<file path="config.mk">
export PLATFORM = sky130hd
export DESIGN_NAME = bottle_fill_ctrl
export DESIGN_NICKNAME = d
export VERILOG_FILES = /design/src/rtl/bottle_pkg.sv /design/src/rtl/bcd_counter.sv /design/src/rtl/bottle_fill_ctrl.sv
export SDC_FILE = /design/constraint.sdc
export NUM_CORES = 1
export LEC_CHECK = 0
export CAP_MARGIN = 20
export CORE_ASPECT_RATIO = 0.9
export CORE_UTILIZATION = 58
export CTS_CLUSTER_SIZE = 40
export DETAILED_ROUTE_END_ITERATION = 12
export MAX_ROUTING_LAYER = met4
export PLACE_DENSITY = 0.92
export SLEW_MARGIN = 20
export SYNTH_ARGS = -nofsm -noshare
export SYNTH_HDL_FRONTEND = slang
export SYNTH_SLANG_ARGS = --single-unit
</file>
<file path="constraint.sdc">
create_clock -name CLK_org -period 8.4 [get_ports CLK_org]
set_clock_uncertainty 0.15 [all_clocks]
set_input_delay 0.84 -clock CLK_org [delete_from_list [all_inputs] [get_ports CLK_org]]
set_output_delay 0.84 -clock CLK_org [all_outputs]
set_load 0.01 [all_outputs]
</file>
<file path="src/rtl/bottle_pkg.sv">
// bottle_pkg: shared FSM state codes, BCD width, tone timing and BCD digit increment.
package bottle_pkg;
    typedef enum logic [2:0] {
        IDLE = 3'd0,
        FILL = 3'd1,
        HOLD = 3'd2,
        SWAP = 3'd3,
        DONE = 3'd4,
        ERR  = 3'd5
    } state_e;

    localparam int BCD_W    = 4;
    localparam int BEEP_DIV = 64;
    localparam int BEEP_LEN = 4096;

    // Returns {carry_out, digit}; a carry into 9 wraps the digit to 0.
    function automatic logic [BCD_W:0] bcd_digit_inc(input logic [BCD_W-1:0] d, input logic cin);
        return !cin ? {1'b0, d} : (d >= 4'd9) ? {1'b1, 4'd0} : {1'b0, d + 4'd1};
    endfunction
endpackage

</file>
<file path="src/rtl/bcd_counter.sv">
// bcd_counter: multi-digit BCD up-counter with ripple carry, wrap at all-9s and sync clear.
module bcd_counter
    import bottle_pkg::*;
#(
    parameter int DIGITS = 2
) (
    input  logic                      clk,
    input  logic                      rst_n,
    input  logic                      inc,
    input  logic                      clr,
    output logic [BCD_W*DIGITS-1:0]   value,
    output logic                      at_max
);
    logic [BCD_W*DIGITS-1:0] value_q, value_d;
    logic [BCD_W:0]          dig;
    logic                    carry;

    always_comb begin
        value_d = value_q;
        carry   = inc;
        dig     = '0;
        at_max  = 1'b1;
        for (int i = 0; i < DIGITS; i++) begin
            dig = bcd_digit_inc(value_q[BCD_W*i +: BCD_W], carry);
            value_d[BCD_W*i +: BCD_W] = dig[BCD_W-1:0];
            carry  = dig[BCD_W];
            at_max = at_max & (value_q[BCD_W*i +: BCD_W] == 4'd9);
        end
        if (clr) value_d = '0;
    end

    always_ff @(posedge clk or negedge rst_n) begin
        if (!rst_n) value_q <= '0;
        else        value_q <= value_d;
    end

    assign value = value_q;
endmodule

</file>
<file path="src/rtl/bottle_fill_ctrl.sv">
// bottle_fill_ctrl: pill-bottling controller counting pills per bottle against a BCD target.
// Optional tone generator on speaker when BOTTLE_BEEP_EN is defined (tied low otherwise).
module bottle_fill_ctrl
    import bottle_pkg::*;
#(
    parameter int TGT_DIGITS  = 2,
    parameter int BTL_DIGITS  = 3,
    parameter int SWAP_CYCLES = 16
) (
    input  logic                        CLK_org,
    input  logic                        RST_n,
    input  logic                        en_set,
    input  logic                        set_load,
    input  logic [BCD_W*TGT_DIGITS-1:0] set_digits,
    input  logic                        en_work,
    input  logic                        conti,
    input  logic                        bottle_ready,
    input  logic                        pill_pulse,
    input  logic                        clr,
    output logic [BCD_W*TGT_DIGITS-1:0] pill_cnt,
    output logic [BCD_W*BTL_DIGITS-1:0] bottle_cnt,
    output logic [2:0]                  state,
    output logic                        valve_open,
    output logic                        bottle_done,
    output logic                        err,
    output logic                        speaker
);
    localparam int SW = $clog2(SWAP_CYCLES + 1);

    state_e                        state_q, state_d;
    logic [BCD_W*TGT_DIGITS-1:0]   target_q, target_d, pill_nxt, set_clamped;
    logic [SW-1:0]                 swap_q, swap_d;
    logic                          seen_low_q, seen_low_d, valve_q, done_q, err_q, err_d;
    logic                          count, hit, stray, wait_done, pill_max, btl_max, c;
    logic [BCD_W:0]                dig;

    // Value the pill counter would take on this pulse, so completion is seen in the same cycle.
    always_comb begin
        pill_nxt    = '0;
        set_clamped = '0;
        dig         = '0;
        c           = 1'b1;
        for (int i = 0; i < TGT_DIGITS; i++) begin
            dig = bcd_digit_inc(pill_cnt[BCD_W*i +: BCD_W], c);
            pill_nxt[BCD_W*i +: BCD_W] = dig[BCD_W-1:0];
            c = dig[BCD_W];
            set_clamped[BCD_W*i +: BCD_W] = (set_digits[BCD_W*i +: BCD_W] > 4'd9) ? 4'd9 : set_digits[BCD_W*i +: BCD_W];
        end
    end

    assign count     = state_q == FILL && bottle_ready && pill_pulse && !clr;
    assign hit       = count && pill_nxt == target_q;
    assign stray     = pill_pulse && (state_q inside {SWAP, DONE, IDLE});
    assign wait_done = swap_q == SW'(SWAP_CYCLES);

    always_comb begin
        state_d  = state_q;
        target_d = target_q;
        case (state_q)
            IDLE: begin
                if (en_set && set_load) target_d = set_clamped;
                if (en_work && target_q == '0) state_d = ERR;
                else if (en_work && !en_set && bottle_ready) state_d = FILL;
            end
            FILL:    state_d = !bottle_ready ? ERR : hit ? SWAP : !en_work ? HOLD : FILL;
            HOLD:    state_d = !bottle_ready ? ERR : en_work ? FILL : HOLD;
            SWAP:    state_d = (wait_done && seen_low_q && bottle_ready) ? (conti ? FILL : DONE) : SWAP;
            DONE:    state_d = en_work ? DONE : IDLE;
            default: state_d = state_q;
        endcase
        if (clr) begin
            state_d  = IDLE;
            target_d = target_q;
        end
    end

    // The new-bottle handshake is only watched once the minimum closed time has elapsed.
    assign swap_d     = state_q != SWAP ? '0 : wait_done ? swap_q : swap_q + 1'b1;
    assign seen_low_d = state_q == SWAP && (seen_low_q || (wait_done && !bottle_ready));
    assign err_d      = !clr && (err_q || stray || (hit && btl_max) || state_d == ERR);

    always_ff @(posedge CLK_org or negedge RST_n) begin
        if (!RST_n) begin
            state_q    <= IDLE;
            target_q   <= '0;
            swap_q     <= '0;
            seen_low_q <= 1'b0;
            valve_q    <= 1'b0;
            done_q     <= 1'b0;
            err_q      <= 1'b0;
        end else begin
            state_q    <= state_d;
            target_q   <= target_d;
            swap_q     <= swap_d;
            seen_low_q <= seen_low_d;
            valve_q    <= state_d == FILL;
            done_q     <= hit;
            err_q      <= err_d;
        end
    end

    bcd_counter #(.DIGITS(TGT_DIGITS)) u_pill (
        .clk    (CLK_org),
        .rst_n  (RST_n),
        .inc    (count && !pill_max),
        .clr    (clr || hit),
        .value  (pill_cnt),
        .at_max (pill_max)
    );

    bcd_counter #(.DIGITS(BTL_DIGITS)) u_btl (
        .clk    (CLK_org),
        .rst_n  (RST_n),
        .inc    (hit),
        .clr    (clr),
        .value  (bottle_cnt),
        .at_max (btl_max)
    );

    assign state       = state_q;
    assign valve_open  = valve_q;
    assign bottle_done = done_q;
    assign err         = err_q;

`ifdef BOTTLE_BEEP_EN
    localparam int DW = $clog2(BEEP_DIV);
    localparam int LW = $clog2(BEEP_LEN + 1);

    logic [LW-1:0] beep_q, beep_d;
    logic [DW-1:0] div_q, div_d;
    logic          spk_q, spk_d, beep_on, tick;

    always_comb begin
        beep_on = state_q == ERR || beep_q != '0;
        tick    = div_q == (state_q == ERR ? DW'(BEEP_DIV / 2 - 1) : DW'(BEEP_DIV - 1));
        beep_d  = clr ? '0 : done_q ? LW'(BEEP_LEN) : (beep_q != '0) ? beep_q - 1'b1 : beep_q;
        div_d   = (!beep_on || done_q || tick) ? '0 : div_q + 1'b1;
        spk_d   = !beep_on ? 1'b0 : tick ? !spk_q : spk_q;
    end

    always_ff @(posedge CLK_org or negedge RST_n) begin
        if (!RST_n) begin
            beep_q <= '0;
            div_q  <= '0;
            spk_q  <= 1'b0;
        end else begin
            beep_q <= beep_d;
            div_q  <= div_d;
            spk_q  <= spk_d;
        end
    end

    assign speaker = spk_q;
`else
    assign speaker = 1'b0;
`endif
endmodule

</file>
# Yosys cells after proc, flatten, opt, wreduce, memory -nomap -nowiden

Index checks and enable logic that the tools add are counted.

Bits in registers: 40
Input port bits: 17
Output and inout bits: 27

Add/subtract/negate cells: 6
$lt $le $gt $ge: 7
Equality and inequality tests: 15
Multiplexer cells: 28
Bitwise logic cells: 4
Reductions and logical operators: 34

Operator list:

| operator              | count |
|---|---|
| $mux W5               | 8 |
| $mux W4               | 7 |
| $mux W3               | 9 |
| $add A4 B1 Y4 const B | 5 |
| $eq A4 B4 Y1 const B  | 5 |
| $ge A4 B4 Y1 const B  | 5 |
| $logic_and A1 B1 Y1   | 16 |
| $pmux W3 S5           | 1 |
| $mux W12              | 1 |
| $reduce_bool A2 Y1    | 5 |
| $eq A8 B8 Y1          | 1 |
| $gt A4 B4 Y1 const B  | 2 |
| $logic_not A8 Y1      | 1 |
| $mux W8               | 1 |
| $eq A3 B1 Y1 const B  | 2 |
| $eq A3 B2 Y1 const B  | 2 |
| $eq A3 B3 Y1 const B  | 2 |
| $add A5 B1 Y5 const B | 1 |
| $eq A5 B5 Y1 const B  | 1 |
| $logic_or A1 B1 Y1    | 5 |
| $logic_not A1 Y1      | 4 |
| $and A1 B1 Y1         | 3 |
| $logic_not A3 Y1      | 1 |
| $ne A3 B2 Y1 const B  | 1 |
| other kinds (5)       | 5 |

# Depth between registers and ports, before layout

Gate-level depths: netlist (run 1).

Depth after elaboration: 12
Depth in mapped cells: 10
Depth with buffers taken out: 9

# Modules after synthesis

Synthesis (run 1) repeated with hierarchy kept, for this count alone.

Cell total of the unflattened synthesis: 318
Area total of the unflattened synthesis: 2,985.4 sq um

By module, submodules not included:

| module                | instances | cells an instance | area an instance (sq um) | seq. area each (sq um) |
|---|---|---|---|---|
| bottle_fill_ctrl      | 1         | 181               | 1,656.6                  | 500.5 |
| bcd_counter at u_btl  | 1         | 84                | 809.5                    | 300.3 |
| bcd_counter at u_pill | 1         | 53                | 519.2                    | 200.2 |

# Worst setup path before layout (run 1)

OpenSTA, ideal clock, no wires.

Kind: reg2reg
Start point: reg u_pill.value_q[1] (netlist: u_pill.value[1])
End point: reg valve_q (netlist: valve_open)
Library setup time: 122 ps
Arrival: 2,636 ps
Data required time: 8,128 ps
Setup slack: 5,492 ps
Cell stages (with the launch flop): 10
Clock period less this slack: 2,908 ps
Cell sequence: dfrtp_1 -> inv_1 -> ha_1 -> nor3b_4 -> o21ai_2 -> a221o_1 -> or4_4 -> or4_4 -> a21oi_2 -> nor4b_1

Word-level cells in the longest chain between the ends: 10
Elaborated cells between the ends (all ways): 11

RTL lines:

| what                     | line                   | source |
|---|---|---|
| from (decl)              | bcd_counter.sv:14      | `logic [BCD_W*DIGITS-1:0] value_q, value_d;` |
| from (signal assigned)   | bcd_counter.sv:34      | `else value_q <= value_d;` |
| $ge A4 B4 Y1             | bottle_pkg.sv:18       | `return !cin ? {1'b0, d} : (d >= 4'd9) ? {1'b1, 4'd0} : {1'b0, d + 4'd1};` |
| $mux W5 (*)              | bottle_pkg.sv:18       |  |
| $mux W4                  | bottle_pkg.sv:18       |  |
| $eq A8 B8 Y1 (*)         | bottle_fill_ctrl.sv:52 | `assign hit = count && pill_nxt == target_q;` |
| $logic_and A1 B1 Y1 (*)  | bottle_fill_ctrl.sv:52 |  |
| $mux W3 (*) (2 in a row) | bottle_fill_ctrl.sv:65 | `FILL: state_d = !bottle_ready ? ERR : hit ? SWAP : !en_work ? HOLD : FILL;` |
| $pmux W3 S5 (*)          | bottle_fill_ctrl.sv:59 | `case (state_q)` |
| $mux W3 (*)              | bottle_fill_ctrl.sv:71 | `if (clr) begin` |
| $eq A3 B1 Y1 (*)         | bottle_fill_ctrl.sv:96 | `valve_q <= state_d == FILL;` |
| to (signal assigned)     | bottle_fill_ctrl.sv:88 | `valve_q <= 1'b0;` |
| to (signal assigned)     | bottle_fill_ctrl.sv:96 |  |
| to (decl)                | bottle_fill_ctrl.sv:33 | `logic seen_low_q, seen_low_d, valve_q, done_q, err_q, err_d;` |

Every way passes the cells marked *; elsewhere a longest branch is shown, timed or not.
A chain may end at the register's enable or synchronous reset.

# Worst setup path in the final report (run 1)

Start point: in clr
End point: reg u_btl.value_q[0] (netlist: u_btl.value[0])

Word-level cells in the longest chain between the ends: 4
Elaborated cells between the ends (all ways): 5

RTL lines:

| what                                | line                   | source |
|---|---|---|
| from (decl)                         | bottle_fill_ctrl.sv:19 | `input logic clr,` |
| $logic_not A1 Y1                    | bottle_fill_ctrl.sv:51 | `assign count = state_q == FILL && bottle_ready && pill_pulse && !clr;` |
| $logic_and A1 B1 Y1                 | bottle_fill_ctrl.sv:51 |  |
| $logic_and A1 B1 Y1                 | bottle_fill_ctrl.sv:52 |  |
| named net hit                       | bottle_fill_ctrl.sv:34 | `logic count, hit, stray, wait_done, pill_max, btl_max, c;` |
| $reduce_bool A2 Y1 (no source line) | n/a                    |  |
| to (signal assigned)                | bcd_counter.sv:34      |  |
| to (decl)                           | bcd_counter.sv:14      |  |

The timed path passes the listed nets, and every way through them passes these cells.

==> results.py, run 1 <==
metrics = {
    "run_status": {
        "status": "finished, final reports clean",
    },
    "clock_tree": {
        "numClockSinks": 40,
        "clockBufferDepth": 2,
        "cts_buffers": 5,
        "clk_pin_slew_worst_paths_ps": 80,
        "htreeDepth": 2,
        "cts_hold_buffers": 0,
        "postCtsSetupRepairBufs": 0,
        "ctsResizeCount": 0,
        "cts_tree": "built",
        "clockRootBuffer": "clkbuf_8",
        "clk_latency_ps": 300,
    },
    "floorplanning": {
        "die_area_um2": 5157,
        "coreArea_um2": 4576,
        "ioPinCount": 44,
        "start_util_pct": 61.77,
        "die_w_um": 75.59,
        "die_h_um": 68.23,
        "rows": 23,
    },
    "sta": {
        "relSlewSlack_pct": 41.80,
        "rsz0062_at_grt": "false",
        "period_needed_ps": 3874,
        "max_freq_mhz": 258.2,
        "max_slew.worst_pin.slew_ps": 873.0,
        "finalMaxSlewViolations": 0,
        "fin_ws_ps": 4526,
        "setup_viol": 0,
        "min_period_over_period_pct": 46.12,
        "tns_ps": 0,
        "hold_viol": 0,
    },
    "min_path": {
        "min_to": "seen_low_q",
        "min_delay_path_depth": 2,
        "hp-class": "flop to flop",
        "holdCritStartpoint": "seen_low_q",
    },
    "power_and_ir_drop": {
        "pwr-share-seq_pct": 50.3,
        "p_leak_nw": 1.371,
        "power_frac_clock_pct": 30.2,
        "p_int_uw": 312.6,
        "p_switching_uw": 136.6,
        "vdd_drop_max_uv": 104.1,
        "p_sw_share_pct": 30.41,
        "combPwrFrac_pct": 19.5,
        "p_per_area_nw_per_um2": 133.5,
        "design_power_total_uw": 449.2,
    },
    "cells_and_area": {
        "antenna_cells": 0,
        "final_nets": 388,
        "fillers": 322,
        "final_layout_size_suffix_gt1_share_pct": 7.606,
        "syn_to_final_growth_pct": 19.08,
    },
    "worst_setup_path": {
        "cpPeakStageDelay_ps": 790,
        "crit_path_end_kind": "flop",
        "arrival_ps": 3900,
        "crit_required_ps": 8420,
        "worst-setup-path-type": "primary input to flop",
        "ff2ff_path_depth": 9,
        "cp.depth": 8,
        "r2r-start": "u_pill.value[5]",
        "r2r-end": "u_btl.value[0]",
        "cp_cell_sequence": "clkdlybuf4s50_1 -> nor2b_1 -> nand3_2 -> a221o_1 -> nor4_1 -> nor4b_2 -> or2_1 -> o21ai_0",
        "start_kind": "primary input",
        "crit_fanout": 21,
        "cpMaxStageDelayCell": "clkdlybuf4s50_1",
        "critPathTopFamily": "simple AND/OR/NAND/NOR gates",
        "cp_num_buf_inv": 1,
        "r2r_slack_ps": 5070,
    },
    "yosys": {
        "avgSynthCellArea_um2": 8.973,
        "synth_cell_types": 71,
        "yosysTopAreaCell": "dfrtp_1",
        "synthFlopType": "dfrtp_1",
        "yosysTopAreaCellShare_pct": 35.41,
        "synth-edff-count": 0,
        "synth-seq-cells": 40,
        "synth_warnings": 0,
        "syn_inst": 315,
        "yosys-top-cells-area": "dfrtp_1, ha_1, nor2_1",
        "syn_area_um2": 2826,
        "ys_seq_area_share_pct": 35.41,
        "async_flop_share_pct": 100.0,
        "synthesis.nets": 349,
    },
    "drt": {
        "wirelength_mm": 6.478,
        "wl_per_cell_um": 15.53,
        "drc": 0,
        "num_vias": 2562,
        "dr.pass1.iters": 5,
        "final_antenna_net_count": 0,
        "vias_per_cell": 6.144,
        "drt_iter0_markers": 374,
    },
    "grt": {
        "track_usage_pct": 28.59,
        "grt_overflow": 0,
        "antenna_found_initial": 0,
        "grt_max_degree": 41,
        "grt_first_pass_wirelength_mm": 10.58,
        "grt_pass1_vias": 2234,
    },
    "place": {
        "portBuffers": 42,
        "place_congestion": 0.9197,
        "post-place-ws_ps": 4290,
        "dp_hpwl_mm": 4.780,
    },
    "job": {
        "maxCapViolations": 0,
    },
}
area by class of cell:
type	instances	area (um^2)	share of cell area [%]
multi-input combinational	242	1688	50.15
sequential	40	1001	29.74
timing repair buffer	43	422.9	12.57
clock buffer	7	86.33	2.565
inverter	22	82.58	2.454
tap	62	77.57	2.305
clock inverter	1	7.507	0.2230
worst min-delay path, cell delays in order (launching register included):
cell,delay [ps]
dfrtp_1,370
a21oi_1,50
nor2_1,70
registers in the layout, indices dropped and copies added, names as in the netlist:
| register | cells |
|---|---|
| target_q | 8 |
| valve_open | 1 |
| swap_q | 5 |
| bottle_done | 1 |
| state | 3 |
| u_btl.value | 12 |
| seen_low_q | 1 |
| u_pill.value | 8 |
| err | 1 |
per-layer routing:
layer / global-route usage [%] / up-vias / routed length [um]
li1: - / 1213 / -
met1: 40.24 / 1223 / 2962
met2: 41.18 / 113 / 2998
met3: 5.449 / 13 / 410
met4: 9.954 / 0 / 107
met5: - / - / 0
synthesized netlist by cell type, drive strengths merged (2+ instances only):
master and n:
dfrtp 40, nor2 28, o21ai 25, inv 22, nand2 21, a21oi 17
ha 17, nand3 14, nand2b 10, nor2b 8, nor4 8, clkbuf 7
nor3 7, xor2 7, nand4 5, nor3b 5, xnor2 5, a31oi 4
buf 4, mux2i 4, nand4b 4, nor4b 4, o21a 3, o31ai 3
or4 3, a2111oi 2, a211o 2, and3 2, mux2 2, nand3b 2
o311ai 2, or2 2, or3b 2
cell usage in the layout (no fill, tap or decap), drive strengths merged, types with 2 or more instances in the layout:
cell,count
nand4b,4
or4,3
buf,2
xor2,7
inv,22
clkdlybuf4s50,41
mux2i,4
nand3,14
or2,2
and3,2
nor4,8
clkbuf,7
o21a,3
nor3,7
nand4,5
ha,17
nor2b,8
nand2,21
a21oi,17
nand2b,10
a2111oi,2
nand3b,2
o31ai,3
mux2,2
nor3b,5
dfrtp,40
nor4b,4
o21ai,25
xnor2,5
a31oi,4
or3b,2
o311ai,2
nor2,28
a211o,2
logic make-up after synthesis:
| logic type | Yosys count | synth area share, % |
|---|---|---|
| buffers and inverters | 33 | 4.870 |
| XOR/XNOR | 12 | 3.984 |
| AO/OA/AOI/OAI | 75 | 17.44 |
| other | 1 | 0.1327 |
| adder cells (fa/ha/maj) | 17 | 7.525 |
| multiplexers | 6 | 2.213 |
| AND/OR/NAND/NOR | 131 | 28.42 |
| flip-flops | 40 | 35.41 |
worst max path at each step:
stage / slack [ps] / end / from
6_report: 4530 / u_btl.value[0] / clr
5_1_grt: 4330 / u_btl.value[0] / clr
4_1_cts: 4610 / u_btl.value[0] / clr
3_5_place_dp: 4290 / u_btl.value[0] / clr
3_3_place_gp: 4480 / u_btl.value[6] / clr
2_1_floorplan: 5490 / valve_open / u_pill.value[1]
metrics by stage:
stage / area (um^2) / hold slack, ps / instances / utilization [%]
after detailed placement: 3272 / 360.0 / 409 / 71.51
after CTS: 3366 / 378.0 / 417 / 73.56
after global placement: 3272 / 353.0 / 409 / 71.51
after floorplan: 2826 / 326.3 / 315 / -
final: 3366 / 376.2 / 417 / 73.56
after global routing: 3366 / 419.9 / 417 / 73.56
power groups by stage:
stage | sequential [mW] | combinational, mW | clock [mW]
CTS | 0.226 | 0.0877 | 0.137
floorplan | 0.223 | 0.0626 | 0
detailed placement | 0.229 | 0.0873 | 0
global placement | 0.229 | 0.0843 | 0
finish | 0.226 | 0.0877 | 0.136
global route | 0.228 | 0.0964 | 0.147
(Power assumes the default switching activity.)
==> run 2, diff against run 1 <==
Settings changed: CORE_UTILIZATION 58 to 49, PLACE_DENSITY 0.92 to 0.84.
Clock period 8.4 ns to 3.54 ns, I/O delays scaled along.
==> run 2 against run 1 <==
Critical path type is now flop to flop. Sequential share of layout area shrank 0.28 points. Utilization down 11 points. Global-route usage decreased by 4.3 points. Combinational power up 150%. Die area grew 18%. Largest power group unchanged. Worst setup slack got worse by 4300 ps. Total power up 140%.
==> results.py, run 2 (synthesis gave the netlist of run 1 again) <==
metrics = {
    "worst_setup_path": {
        "start_kind": "flop",
        "cpMaxStageDelayCell": "or4_1",
        "cp_num_buf_inv": 1,
        "crit_required_ps": 3580,
        "arrival_ps": 3330,
        "crit_fanout": 6,
        "cp_cell_sequence": "inv_1 -> ha_1 -> nor3b_4 -> o21ai_2 -> a221o_1 -> or4_1 -> nor4_4 -> o2111ai_1 -> a21bo_1",
        "worst-setup-path-type": "flop to flop",
        "cp.depth": 9,
        "crit_path_end_kind": "flop",
        "critPathTopFamily": "simple AND/OR/NAND/NOR gates",
        "cpPeakStageDelay_ps": 580,
        "ff2ff_path_depth": 9,
    },
    "grt": {
        "antenna_found_initial": 0,
        "grtUsageMet1_pct": 30.17,
        "busiest_layer": "met2",
        "grt_overflow": 0,
        "gr-usage-met2_pct": 39.12,
        "track_usage_pct": 24.27,
        "grt_pass1_vias": 2438,
        "use_met3_pct": 4.785,
        "grt_max_degree": 41,
        "grt_first_pass_wirelength_mm": 11.03,
    },
    "clock_tree": {
        "htreeDepth": 2,
        "numClockSinks": 40,
        "cts_tree": "built",
        "clockRootBuffer": "clkbuf_8",
        "clockBufferDepth": 2,
        "clk_latency_ps": 290,
        "cts_buffers": 5,
        "ctsResizeCount": 0,
        "clk_pin_slew_worst_paths_ps": 80,
        "cts_hold_buffers": 0,
        "postCtsSetupRepairBufs": 0,
    },
    "sta": {
        "setup_viol": 0,
        "max_freq_mhz": 303.7,
        "period_needed_ps": 3293,
        "tns_ps": 0,
        "max_slew.worst_pin.slew_ps": 874.5,
        "hold_viol": 0,
        "relSlewSlack_pct": 41.70,
        "min_period_over_period_pct": 93.01,
        "rsz0062_at_grt": "false",
        "finalMaxSlewViolations": 0,
        "holdWs_ps": 27.55,
        "fin_ws_ps": 247.4,
    },
    "run_status": {
        "status": "finished, final reports clean",
    },
    "cells_and_area": {
        "syn_to_final_growth_pct": 20.23,
        "largest_reg_flops": 12,
        "final_cell_mix": "clkdlybuf4s50_1, dfrtp_1, nor2_1",
        "fin_area_um2": 3398,
        "antenna_cells": 0,
        "final_layout_size_suffix_gt1_share_pct": 8.357,
        "final_common_cell": "clkdlybuf4s50_1",
        "final_nets": 392,
        "fillers": 464,
    },
    "floorplanning": {
        "die_h_um": 74.05,
        "die_w_um": 82.06,
        "rows": 25,
        "coreArea_um2": 5411,
        "start_util_pct": 52.23,
        "ioPinCount": 44,
        "die_area_um2": 6076,
    },
    "place": {
        "post-place-ws_ps": 305.0,
        "dp_hpwl_mm": 5.004,
        "place_congestion": 0.9178,
        "postPlaceCellArea_um2": 3308,
        "portBuffers": 42,
    },
    "drt": {
        "final_antenna_net_count": 0,
        "drc": 0,
        "dr.pass1.iters": 6,
        "wl_per_cell_um": 15.49,
        "num_vias": 2560,
        "drt_iter0_markers": 256,
        "vias_per_cell": 6.009,
        "wirelength_mm": 6.598,
    },
    "power_and_ir_drop": {
        "p_leak_nw": 1.392,
        "vdd_drop_max_uv": 329.2,
        "p_per_area_nw_per_um2": 316.1,
    },
    "job": {
        "maxCapViolations": 0,
    },
    "min_path": {
        "hp-class": "primary input to asynchronous set/reset pin",
    },
}
run 2: changes by cell type in the layout (fill, tap and decap cells not counted), sizes merged:
cell and delta:
clkinvlp -1, buf +4, clkbuf +1
run 2: area by class of cell:
type | instances | area [um^2] | area share, %
timing repair buffer | 47 | 452.9 | 13.33
inverter | 22 | 82.58 | 2.430
multi-input combinational | 242 | 1688 | 49.67
sequential | 40 | 1001 | 29.46
clock buffer | 8 | 90.09 | 2.651
tap | 67 | 83.83 | 2.467
run 2: metal layers:
layer,wire length (um),share of wire (%)
met1,2863,43
met5,0,0
met2,3275,50
met4,125,1.9
met3,334,5.1
run 2: power breakdown:
group	switching, mW	internal (mW)
combinational	0.115	0.104
sequential	0.0486	0.488
clock	0.159	0.159
run 2: stage by stage:
stage	instances	power, mW	utilization (%)
floorplan	315	0.6777	-
global placement	418	0.7554	61.13
detailed placement	418	0.7622	61.13
CTS	426	1.076	62.80
global route	426	1.127	62.80
finish	426	1.074	62.80
run 2: worst paths after layout:
| kind | from | endpoint | slack (ps) |
|---|---|---|---|
| max in group asynchronous | RST_n | target_q[0] | 2670 |
| worst max register to register | u_pill.value[1] | u_btl.value[10] | 250 |
| min in group CLK_org | swap_q[4] | swap_q[4] | 390 |
| worst min-delay path | RST_n | u_btl.value[7] | 30 |
| worst max-delay path | u_pill.value[1] | u_btl.value[10] | 250 |
| worst min register to register | swap_q[4] | swap_q[4] | 390 |
==> run 3, diff against run 2 <==
Settings changed: CORE_UTILIZATION 49 to 51, CTS_BUF_LIST set to sky130_fd_sc_hd__clkbuf_4, PLACE_DENSITY 0.84 to 0.86.
==> run 3 against run 2 <==
Total power increased by 0.38%. Register-to-register slack about the same. Maximum frequency decreased by 0.28%. Critical path depth unchanged. Count of clock-buffer cells in the layout decreased by 3. Flip-flop and latch count unchanged. Final cell count unchanged. Die area decreased by 3.8%. Clock power increased by 2%. Worst setup slack got worse by 9.3 ps. Critical path type unchanged. Largest power group unchanged.
==> results.py, run 3 (synthesis gave the netlist of run 1 again) <==
metrics = {
    "drt": {
        "dr.pass1.iters": 5,
        "num_vias": 2566,
        "drc": 0,
        "vias_per_cell": 6.023,
        "wl_per_cell_um": 15.88,
        "wirelength_mm": 6.765,
        "drt_iter0_markers": 174,
        "final_antenna_net_count": 0,
    },
    "sta": {
        "holdWs_ps": 401.9,
        "setup_viol": 0,
        "max_slew.worst_pin.slew_ps": 919.3,
        "hold_viol": 0,
        "min_period_over_period_pct": 93.28,
        "fin_ws_ps": 238.0,
        "relSlewSlack_pct": 38.71,
        "rsz0062_at_grt": "false",
        "period_needed_ps": 3302,
        "finalMaxSlewViolations": 0,
        "tns_ps": 0,
        "max_freq_mhz": 302.8,
    },
    "clock_tree": {
        "clockBufferDepth": 2,
        "numClockSinks": 40,
        "htreeDepth": 2,
        "ctsResizeCount": 0,
        "clockRootBuffer": "clkbuf_4",
        "postCtsSetupRepairBufs": 0,
        "cts_hold_buffers": 1,
        "clk_pin_slew_worst_paths_ps": 140,
        "clk_latency_ps": 360,
        "cts_tree": "built",
        "cts_buffers": 5,
    },
    "cells_and_area": {
        "fillers": 441,
        "multi_input_area_um2": 1688,
        "antenna_cells": 0,
        "final_common_cell": "clkdlybuf4s50_1",
        "seqCellArea_um2": 1001,
        "fin_util_pct": 64.21,
        "final_layout_size_suffix_gt1_share_pct": 8.635,
        "syn_to_final_growth_pct": 20.10,
        "final_nets": 392,
        "final_cell_mix": "clkdlybuf4s50_1, dfrtp_1, nor2_1",
        "largest_reg_flops": 12,
    },
    "run_status": {
        "status": "finished, final reports clean",
    },
    "worst_setup_path": {
        "r2r_slack_ps": 240,
        "crit_path_end_kind": "flop",
        "cp_cell_sequence": "inv_1 -> ha_1 -> nor3b_4 -> o21ai_2 -> a221o_1 -> nor4_1 -> nor4b_2 -> or2_1 -> o21ai_1",
        "r2r-end": "u_btl.value[1]",
        "crit_required_ps": 3630,
        "cpMaxStageDelayCell": "dfrtp_1",
        "start_kind": "flop",
        "arrival_ps": 3390,
        "cpPeakStageDelay_ps": 450,
        "r2r-start": "u_pill.value[1]",
        "ff2ff_path_depth": 9,
        "worst-setup-path-type": "flop to flop",
        "critPathTopFamily": "simple AND/OR/NAND/NOR gates",
        "cp_num_buf_inv": 1,
        "crit_fanout": 12,
    },
    "floorplanning": {
        "die_h_um": 72.63,
        "coreArea_um2": 5286,
        "start_util_pct": 53.47,
        "die_area_um2": 5844,
        "rows": 25,
        "die_w_um": 80.47,
        "ioPinCount": 44,
    },
    "place": {
        "dp_hpwl_mm": 5.058,
        "portBuffers": 42,
        "place_congestion": 0.8935,
        "post-place-ws_ps": 211.9,
    },
    "job": {
        "maxCapViolations": 0,
    },
    "grt": {
        "grt_pass1_vias": 2499,
        "track_usage_pct": 25.99,
        "grt_first_pass_wirelength_mm": 11.50,
        "antenna_found_initial": 0,
        "grt_max_degree": 41,
        "grt_overflow": 0,
    },
    "min_path": {
        "holdCritStartpoint": "seen_low_q",
        "min_delay_path_depth": 2,
        "min_to": "seen_low_q",
        "hp-class": "flop to flop",
    },
    "power_and_ir_drop": {
        "design_power_total_mw": 1.078,
        "p_per_area_nw_per_um2": 317.7,
        "vdd_drop_max_uv": 188.9,
        "p_leak_nw": 1.387,
    },
}
==> run 3: cell count changes in the layout (fill, tap and decap cells not counted) <==
cell / delta
clkbuf_8: -6
clkbuf_4: +5
clkbuf_1: -2
buf_4: -1
bufinv_16: +1
clkinvlp_4: +1
dlygate4sd3_1: +1
inv_6: +1
==> run 3: worst max-delay path by stage <==
stage                                from         endpoint  cells past startpoint
after detailed placement     bottle_ready   u_btl.value[0]                      8
after floorplan           u_pill.value[1]       valve_open                      9
after CTS                 u_pill.value[5]   u_btl.value[0]                      9
after global routing      u_pill.value[5]   u_btl.value[0]                      9
after global placement       bottle_ready  u_btl.value[10]                      8
final                     u_pill.value[1]   u_btl.value[1]                      9
==> run 3: report_power, final <==
| part | internal [mW] | leakage, nW | switching (mW) |
|---|---|---|---|
| clock | 0.151 | 0.0418 | 0.174 |
| combinational | 0.102 | 0.800 | 0.113 |
| sequential | 0.488 | 0.545 | 0.0497 |
==> run 3: area by class of cell <==
type / instances / share of cell area [%]
timing repair buffer: 47 / 13.42
tap: 67 / 2.470
clock inverter: 3 / 1.364
inverter: 22 / 2.433
multi-input combinational: 242 / 49.72
sequential: 40 / 29.49
clock buffer: 5 / 1.106
==> run 3: metrics by stage <==
step	instances	cell area [um^2]
6_report	426	3395
3_5_place_dp	417	3301
2_1_floorplan	315	2826
5_1_grt	426	3395
4_1_cts	426	3395
3_3_place_gp	417	3301
==> run 3: worst register-to-register path: stages (launching register included) <==
cell and delay (ps):
dfrtp_1 450, inv_1 80, ha_1 260, nor3b_4 320, o21ai_2 100, a221o_1 380, nor4_1 410, nor4b_2 440
or2_1 450, o21ai_1 140
==> run 3: per-layer routing <==
metal	part of all wire (%)	vias up	wire length, um	track usage, %
met5	0	-	0	-
met4	1.8	0	121	10.52
met3	4.4	16	298	4.125
met2	46	82	3129	38.89
met1	48	1250	3216	35.25
li1	-	1218	-	-
